--- src/rtl/lock_pkg.sv ---
// Shared types and constants for the digital lock front end and lock FSM.
package lock_pkg;

    typedef enum logic [0:0] {
        IDLE    = 1'b0,
        COLLECT = 1'b1
    } entry_state_t;

    localparam int MAX_DIGIT        = 9;
    localparam int DEFAULT_CODE_LEN = 6;

    typedef logic [3:0] digit_t;

    function automatic logic digit_is_err(input digit_t d);
        return d > digit_t'(MAX_DIGIT);
    endfunction

endpackage

--- src/rtl/digit_entry_key_debounce.sv ---
// Button conditioner: 2-flop synchronizer, stability counter and press detector.
// Emits a one-cycle press_o on each accepted released->pressed transition of an active-low key.
module key_debounce #(
    parameter int DEBOUNCE_CYCLES = 16
) (
    input  logic clk,
    input  logic rst,
    input  logic key_n_i,
    output logic press_o
);

    localparam int CW = (DEBOUNCE_CYCLES > 1) ? $clog2(DEBOUNCE_CYCLES) : 1;
    localparam logic [CW-1:0] CNT_LAST = CW'(DEBOUNCE_CYCLES - 1);

    logic          key_meta;
    logic          key_sync;
    logic          key_stable;
    logic [CW-1:0] cnt;

    always_ff @(posedge clk) begin
        if (rst) begin
            key_meta <= 1'b1;
            key_sync <= 1'b1;
        end else begin
            key_meta <= key_n_i;
            key_sync <= key_meta;
        end
    end

    // Any return to the stable level restarts the count, so only an unbroken run is accepted.
    always_ff @(posedge clk) begin
        if (rst) begin
            cnt        <= '0;
            key_stable <= 1'b1;
            press_o    <= 1'b0;
        end else begin
            press_o <= 1'b0;
            if (key_sync == key_stable) begin
                cnt <= '0;
            end else if (cnt == CNT_LAST) begin
                cnt        <= '0;
                key_stable <= key_sync;
                press_o    <= ~key_sync;
            end else begin
                cnt <= cnt + 1'b1;
            end
        end
    end

endmodule

--- src/rtl/digit_entry.sv ---
// Digit entry front end: clean one-cycle digit events, position tracking and entry FSM.
// Optional inter-digit timeout is built only when DIGIT_ENTRY_TIMEOUT_EN is defined.
//
//  state   | meaning
//  --------+-----------------------------------------------------------
//  IDLE    | no entry in progress, pos_o = 0, waiting for first digit
//  COLLECT | entry in progress, more digits expected before wrap
module digit_entry
    import lock_pkg::*;
#(
    parameter int DEBOUNCE_CYCLES = 16,
    parameter int CODE_LEN        = DEFAULT_CODE_LEN,
    parameter int TIMEOUT_CYCLES  = 1024
) (
    input  logic       clk,
    input  logic       rst,
    input  logic       key_n_i,
    input  logic [3:0] sw_i,
    output logic [3:0] digit_o,
    output logic       digit_valid_o,
    output logic       digit_err_o,
    output logic       last_digit_o,
    output logic [2:0] pos_o,
    output logic       busy_o,
    output logic       abort_o
);

    if (DEBOUNCE_CYCLES < 1 || CODE_LEN < 2 || CODE_LEN > 8 || TIMEOUT_CYCLES < 1) begin : g_bad_param
        $error("digit_entry: parameter out of range");
    end

    localparam logic [2:0] POS_LAST = 3'(CODE_LEN - 1);

    entry_state_t state;
    entry_state_t state_nxt;

    digit_t     sw_meta;
    digit_t     sw_sync;
    logic       press;
    logic       last_pos;
    logic       expire;

    digit_t     digit_q;
    logic       valid_q;
    logic       err_q;
    logic       last_q;
    logic [2:0] pos_q;

    key_debounce #(
        .DEBOUNCE_CYCLES (DEBOUNCE_CYCLES)
    ) u_key_debounce (
        .clk     (clk),
        .rst     (rst),
        .key_n_i (key_n_i),
        .press_o (press)
    );

    always_ff @(posedge clk) begin
        if (rst) begin
            sw_meta <= '0;
            sw_sync <= '0;
        end else begin
            sw_meta <= sw_i;
            sw_sync <= sw_meta;
        end
    end

    assign last_pos = (pos_q == POS_LAST);

`ifdef DIGIT_ENTRY_TIMEOUT_EN
    localparam int TW = $clog2(TIMEOUT_CYCLES + 1);
    localparam logic [TW-1:0] TMR_LOAD = TW'(TIMEOUT_CYCLES);

    logic [TW-1:0] timer;
    logic          abort_q;

    // A press on the expiry cycle reloads the timer and suppresses the abort.
    always_ff @(posedge clk) begin
        if (rst) begin
            timer <= '0;
        end else if (press) begin
            timer <= TMR_LOAD;
        end else if (state == COLLECT && timer != '0) begin
            timer <= timer - 1'b1;
        end
    end

    assign expire = (state == COLLECT) && (timer == '0) && !press;

    always_ff @(posedge clk) begin
        if (rst) begin
            abort_q <= 1'b0;
        end else begin
            abort_q <= expire;
        end
    end

    assign abort_o = abort_q;
`else
    assign expire  = 1'b0;
    assign abort_o = 1'b0;
`endif

    always_ff @(posedge clk) begin
        if (rst) begin
            state <= IDLE;
        end else begin
            state <= state_nxt;
        end
    end

    always_comb begin
        state_nxt = state;
        case (state)
            IDLE: begin
                if (press) state_nxt = COLLECT;
            end
            COLLECT: begin
                if (press && last_pos) state_nxt = IDLE;
                else if (expire)       state_nxt = IDLE;
            end
            default: state_nxt = IDLE;
        endcase
    end

    always_comb begin
        busy_o = (state == COLLECT);
    end

    // Error digits still consume a position; the lock FSM decides what to do with them.
    always_ff @(posedge clk) begin
        if (rst) begin
            digit_q <= '0;
            valid_q <= 1'b0;
            err_q   <= 1'b0;
            last_q  <= 1'b0;
            pos_q   <= '0;
        end else begin
            valid_q <= press;
            err_q   <= 1'b0;
            last_q  <= 1'b0;
            if (press) begin
                digit_q <= sw_sync;
                err_q   <= digit_is_err(sw_sync);
                last_q  <= last_pos;
                pos_q   <= last_pos ? 3'd0 : pos_q + 3'd1;
            end else if (expire) begin
                pos_q <= '0;
            end
        end
    end

    assign digit_o       = digit_q;
    assign digit_valid_o = valid_q;
    assign digit_err_o   = err_q;
    assign last_digit_o  = last_q;
    assign pos_o         = pos_q;

endmodule
--- config.mk ---
export PLATFORM = sky130hd
export DESIGN_NAME = digit_entry
export DESIGN_NICKNAME = d
export VERILOG_FILES = /design/src/rtl/lock_pkg.sv /design/src/rtl/digit_entry_key_debounce.sv /design/src/rtl/digit_entry.sv
export SDC_FILE = /design/constraint.sdc
export NUM_CORES = 1
export LEC_CHECK = 0
export ABC_AREA = 1
export BUFFER_PORTS_ARGS = -buffer_cell sky130_fd_sc_hd__buf_2
export CORE_AREA = 3 3 71 46
export DETAILED_ROUTE_END_ITERATION = 7
export DIE_AREA = 0 0 74 49
export GPL_TIMING_DRIVEN = 0
export PLACE_DENSITY_LB_ADDON = 0.3
export SYNTH_ARGS = -nofsm -noshare
export SYNTH_HDL_FRONTEND = slang
export SYNTH_SLANG_ARGS = --single-unit
--- constraint.sdc ---
create_clock -name clk -period 0.86 [get_ports clk]
set_input_delay 0.043 -clock clk [delete_from_list [all_inputs] [get_ports clk]]
set_output_delay 0.043 -clock clk [all_outputs]
set_load 0.02 [all_outputs]
==> impl_metrics.env, run 1 <==
export IMPL_dieArea_um2=3630
export IMPL_r2r_start="u_key_debounce.cnt[0]$_SDFF_PP0_"
export IMPL_syn_num_nets=116
export IMPL_r2r_end="u_key_debounce.key_stable$_SDFFE_PP1P_"
export IMPL_gr_total_overflow=0
export IMPL_gp_congestion=0.758
export IMPL_drc_errors=0
export IMPL_combPwrFrac_pct=4.4
export IMPL_reg2reg_slack_ns=-0.04
export IMPL_initial_utilization_pct=35.7
export IMPL_grt_pass1_vias=604
export IMPL_insertion_delay_ns=0.27
export IMPL_power_density_nw_per_um2=1670
export IMPL_port_buffers=17
export IMPL_die_w_um=74
export IMPL_layout_drive_gt1_share_pct=33.1
export IMPL_dp_cells=157
export IMPL_ir_worst_vdd_mv=0.845
export IMPL_initialDrtViolationCount=33
export IMPL_crit_chain="ha_4 -> nand3_4 -> nand3_2 -> nand2_1 -> inv_1"
export IMPL_synth_cell_types=18
export IMPL_dp_hpwl_mm=1.08
export IMPL_hold_path_startpoint="rst"
export IMPL_r2r_cells=5
export IMPL_fin_nets=145
export IMPL_clk_pin_slew_worst_paths_ns=0.09
export IMPL_critPathMaxStageDelay_ns=0.36
export IMPL_first_pass_iters=4
export IMPL_critPathCaptureType="flop"
export IMPL_p_int_w=0.00164
export IMPL_fin_util_pct=47.7
export IMPL_leakage_nw=0.565
export IMPL_fin_area_um2=1230
export IMPL_cp_required_ns=1.03
export IMPL_core_um2=2570
export IMPL_finalWirelength_mm=1.55
export IMPL_hold_viol=0
export IMPL_cts_sink_count=27
export IMPL_num_rows=14
export IMPL_crit_type="flop to flop"
export IMPL_num_fill_cells=254
export IMPL_drv_slew=0
export IMPL_setup_violations=5
export IMPL_worst_hold_path_endpoint="digit_o[0]$_SDFFE_PP0P_"
export IMPL_ys_ff_latch=27
export IMPL_final_cells=168
export IMPL_finClkSkew_ns=0.00516
export IMPL_num_vias=693
export IMPL_swShare_pct=19.9
export IMPL_fmax_mhz=1120
export IMPL_postRouteAntennaNets=0
export IMPL_worst_path_max_delay_cell="dfxtp_4"
export IMPL_antenna_cells=0
export IMPL_ys_seq_area_share_pct=58.8
export IMPL_synth_cells=108
export IMPL_dieHeight_um=49
export IMPL_yosys_warnings=0
export IMPL_cts_root_buf="clkbuf_8"
export IMPL_status="complete, but fails checks"
export IMPL_grt_max_degree=15
export IMPL_cts_buffers=3
export IMPL_violations="setup timing"
export IMPL_dp_slack_ns=-0.0603
export IMPL_maxCapViolCount=0
export IMPL_area_growth_pct=33.6
export IMPL_post_route_period_util_pct=104
export IMPL_rsz0062_at_grt="true"
export IMPL_place_area_um2=1060
export IMPL_grt_pass1_wl_mm=2.48
export IMPL_start_kind="flop"
export IMPL_critPathMaxFanout=3
export IMPL_synth_cell_area_um2=920
export IMPL_p_seq_share_pct=62.1
export IMPL_critPathArrivalTime_ns=1.06
export IMPL_power_share_clock_pct=33.5
export IMPL_wl_per_cell_um=9.21
export IMPL_switching_power_w=0.000407
export IMPL_viasPerCell=4.13
export IMPL_final_common_cell="dfxtp_1"
export IMPL_layout_common_cells="dfxtp_1 (20), nor2_1 (19), inv_1 (18), buf_2 (13), nand2_1 (10)"
export IMPL_grtUsageTotal_pct=8.66
export IMPL_io_pins=19
export IMPL_hold_class="input pin to flop"
export IMPL_clockBufferDepth=2
export IMPL_antenna_found_initial=0
export IMPL_post_route_min_period_ns=0.895
export IMPL_cts_tree="yes"
export IMPL_crit_start="u_key_debounce.cnt[0]$_SDFF_PP0_"
export IMPL_setup_ws_ns=-0.0350
export IMPL_syn_avg_cell_area_um2=8.52
export IMPL_hold_path_depth=4
export IMPL_htree_levels=1
layer usage:
metal | routed length [um] | vias to the layer above | GRT usage, % | share of wire (%)
met5 | 0 | - | 0 | 0
met4 | 0 | 0 | 1.20 | 0
met3 | 113 | 0 | 5.14 | 7.3
met2 | 689 | 18 | 13.7 | 45
met1 | 744 | 296 | 10.3 | 48
li1 | - | 379 | - | -
metrics by stage:
step / TNS [ns] / hold WS [ns] / power [W]
final: -0.102 / 0.116 / 0.00205
after floorplan: 0 / 0.125 / 0.00135
after detailed placement: -0.290 / 0.226 / 0.00138
after global routing: -0.446 / 0.136 / 0.00215
after global placement: -0.262 / 0.221 / 0.00138
after CTS: -0.0770 / 0.0259 / 0.00208
cell usage after synthesis, drive strengths merged:
cell type  number  area, um2
a21oi           3       18.8
buf             2       15.0
conb            1       3.75
dfxtp          27        541
ha              1       12.5
inv            21       78.8
nand2          12       47.6
nand3           9       45.0
nand4           2       12.5
nor2           21       86.3
o21ai           6       37.5
or2             2       12.5
xnor2           1       8.76
flip-flops by register name, summed over array words and instances, names as in the netlist:
register,cells
sw_sync,4
u_key_debounce.press_o,1
u_key_debounce.key_sync,1
pos_o,3
digit_valid_o,1
u_key_debounce.cnt,4
u_key_debounce.key_stable,1
last_digit_o,1
u_key_debounce.key_meta,1
digit_o,4
busy_o,1
digit_err_o,1
sw_meta,4
worst max-delay path by stage:
stage | end | slack, ns
4_1_cts | u_key_debounce.cnt[0]$_SDFF_PP0_ | -0.02
5_1_grt | u_key_debounce.key_stable$_SDFFE_PP1P_ | -0.1
3_5_place_dp | u_key_debounce.cnt[0]$_SDFF_PP0_ | -0.06
3_3_place_gp | u_key_debounce.cnt[2]$_SDFF_PP0_ | -0.06
2_1_floorplan | u_key_debounce.cnt[2]$_SDFF_PP0_ | 0.003
6_report | u_key_debounce.key_stable$_SDFFE_PP1P_ | -0.04
worst max-delay path: cells and delay by family (launching register included):
kind	cells	cell delay [ns]
fa+ha+maj	1	0.17
buf+inv	1	0.04
flops	1	0.36
simple gates	3	0.22
final cells by class:
class | count | area [um2] | area share [%]
Multi-Input combinational cell | 58 | 333 | 27.1
Clock buffer | 4 | 45.0 | 3.67
Buffer | 2 | 15.0 | 1.22
Timing Repair Buffer | 24 | 160 | 13.0
Inverter | 21 | 81.3 | 6.62
Sequential cell | 27 | 554 | 45.1
Tap cell | 32 | 40.0 | 3.26
what timing repair did:
action	in CTS	in global routing
pin swaps	3	2
setup buffers	0	2
hold buffers	5	0
gates resized for setup	7	13
hold endpoints to repair	5	0
endpoints found under the setup margin	14	15
cells by family after synthesis:
| kind of cell | synth area share, % |
|---|---|
| AND/OR/NAND/NOR | 22.2 |
| flip-flops | 58.8 |
| buffers and inverters | 10.2 |
| AO/OA/AOI/OAI | 6.12 |
| XOR/XNOR | 0.953 |
| adder cells (fa/ha/maj) | 1.36 |
| other | 0.408 |
power by group through the flow:
stage | registers (W) | logic (W) | clock network, W
2_1_floorplan | 0.00131 | 0.0000447 | 0
3_3_place_gp | 0.00131 | 0.0000669 | 0
3_5_place_dp | 0.00131 | 0.0000684 | 0
4_1_cts | 0.00128 | 0.0000859 | 0.000720
5_1_grt | 0.00128 | 0.000102 | 0.000772
6_report | 0.00127 | 0.0000901 | 0.000686
Note: power is estimated with default switching activity, not from simulation.
==> run 2: changes to the inputs <==
--- a/config.mk
+++ b/config.mk
@@ -10,7 +10,6 @@
 export CORE_AREA = 3 3 71 46
 export DETAILED_ROUTE_END_ITERATION = 7
 export DIE_AREA = 0 0 74 49
-export GPL_TIMING_DRIVEN = 0
 export PLACE_DENSITY_LB_ADDON = 0.3
 export SYNTH_ARGS = -nofsm -noshare
 export SYNTH_HDL_FRONTEND = slang
==> impl_metrics.env, run 2 (synthesized netlist as in run 1, its figures left out) <==
export IMPL_insertion_delay_ns=0.26
export IMPL_critPathMaxFanout=4
export IMPL_violations="setup timing"
export IMPL_core_um2=2570
export IMPL_gr_total_overflow=0
export IMPL_final_common_cell="dfxtp_1"
export IMPL_cts_buffers=3
export IMPL_fin_nets=144
export IMPL_setup_tns_final_ns=-0.0972
export IMPL_cts_tree="yes"
export IMPL_num_rows=14
export IMPL_leakage_nw=0.558
export IMPL_htree_levels=1
export IMPL_hold_class="input pin to flop"
export IMPL_io_pins=19
export IMPL_dp_hpwl_mm=1.16
export IMPL_grtUsageMet1_pct=10.2
export IMPL_fmax_mhz=1130
export IMPL_finalWirelength_mm=1.64
export IMPL_antenna_found_initial=0
export IMPL_setup_ws_ns=-0.0258
export IMPL_drc_errors=0
export IMPL_start_kind="flop"
export IMPL_grt_busiest_layer="met2"
export IMPL_grt_pass1_vias=597
export IMPL_dieArea_um2=3630
export IMPL_port_buffers=17
export IMPL_cp_required_ns=1.03
export IMPL_finalPower_w=0.00205
export IMPL_critPathMaxStageDelay_ns=0.36
export IMPL_power_density_nw_per_um2=1710
export IMPL_maxCapViolCount=0
export IMPL_multi_input_area_um2=318
export IMPL_dp_slack_ns=-0.0420
export IMPL_clk_pin_slew_worst_paths_ns=0.09
export IMPL_ir_worst_vdd_mv=1.14
export IMPL_initialDrtViolationCount=10
export IMPL_crit_chain="ha_4 -> nand3_2 -> nand3_2 -> nor2_1"
export IMPL_num_vias=688
export IMPL_cts_root_buf="clkbuf_8"
export IMPL_finClkSkew_ns=0.00764
export IMPL_place_area_um2=1070
export IMPL_postRouteAntennaNets=0
export IMPL_grt_use_met2_pct=14.3
export IMPL_viasPerCell=4.12
export IMPL_layout_drive_gt1_share_pct=31.9
export IMPL_drv_slew=0
export IMPL_initial_utilization_pct=35.7
export IMPL_die_w_um=74
export IMPL_gr_usage_met3_pct=4.94
export IMPL_area_growth_pct=30.2
export IMPL_grt_max_degree=15
export IMPL_critPathArrivalTime_ns=1.05
export IMPL_grt_pass1_wl_mm=2.50
export IMPL_clockBufferDepth=2
export IMPL_crit_type="flop to flop"
export IMPL_status="complete, but fails checks"
export IMPL_antenna_cells=0
export IMPL_hold_viol=0
export IMPL_setup_violations=5
export IMPL_worst_path_max_delay_cell="dfxtp_2"
export IMPL_post_route_min_period_ns=0.886
export IMPL_hold_slack_ns=0.119
export IMPL_first_pass_iters=3
export IMPL_seqCellArea_um2=548
export IMPL_grtUsageTotal_pct=8.72
export IMPL_dieHeight_um=49
export IMPL_fin_area_um2=1200
export IMPL_wl_per_cell_um=9.80
export IMPL_post_route_period_util_pct=103
export IMPL_cts_sink_count=27
export IMPL_critPathCaptureType="flop"
export IMPL_path_common_cell="nand3_2"
export IMPL_num_fill_cells=263
export IMPL_rsz0062_at_grt="true"
export IMPL_layout_common_cells="dfxtp_1 (21), nor2_1 (19), inv_1 (18), buf_2 (13), nand2_1 (10)"
export IMPL_gp_congestion=0.730
-- run 2: changes by cell type in the layout (fill, tap and decap cells not counted), sizes merged --
cell  previous run  this run
buf             21        20
-- run 2: cell type report --
class / count / share of cell area [%]
clock buffers: 4 / 3.76
inverters: 21 / 6.58
multi-input cells: 58 / 26.5
flip-flops and latches: 27 / 45.8
well taps: 32 / 3.34
repair buffers: 25 / 14.0
-- run 2: worst paths after layout --
path	startpoint	to	slack [ns]	depth (start not counted)
setup / recovery	u_key_debounce.cnt[0]$_SDFF_PP0_	u_key_debounce.cnt[2]$_SDFF_PP0_	-0.03	4
hold / removal	rst	sw_sync[1]$_SDFF_PP0_	0.12	2
setup reg to reg	u_key_debounce.cnt[0]$_SDFF_PP0_	u_key_debounce.cnt[2]$_SDFF_PP0_	-0.03	4
hold reg to reg	sw_meta[0]$_SDFF_PP0_	sw_sync[0]$_SDFF_PP0_	0.40	2
-- run 2: worst max-delay path: cells and delay by family, from the launching register on --
kind                       cells  cell delay (ns)
adders and majority gates      1             0.16
and+or+nand+nor                3             0.27
DFF                            1             0.36
-- run 2: metal layers --
metal	routed length, um	part of all wire [%]	vias to the layer above
li1	-	-	375
met1	753	46	293
met2	749	46	18
met3	123	7.5	2
met4	10	0.61	0
met5	0	0	-
-- run 2: stage by stage --
stage,utilization [%],cells
2_1_floorplan,-,108
3_3_place_gp,41.4,158
3_5_place_dp,41.4,158
4_1_cts,46.0,167
5_1_grt,46.5,167
6_report,46.5,167
-- run 2: timing repair --
action | CTS | global route
setup buffers | 0 | 0
pin swaps | 1 | 0
endpoints found under the hold margin | 5 | 0
hold buffers | 5 | 0
endpoints found under the setup margin | 8 | 14
resized for setup | 8 | 6
-- run 2: report_power, final --
part           switching [W]  internal, W  leakage [nW]
Combinational      0.0000438    0.0000390         0.312
Sequential        0.00000713      0.00127         0.223
Clock               0.000353     0.000331        0.0228
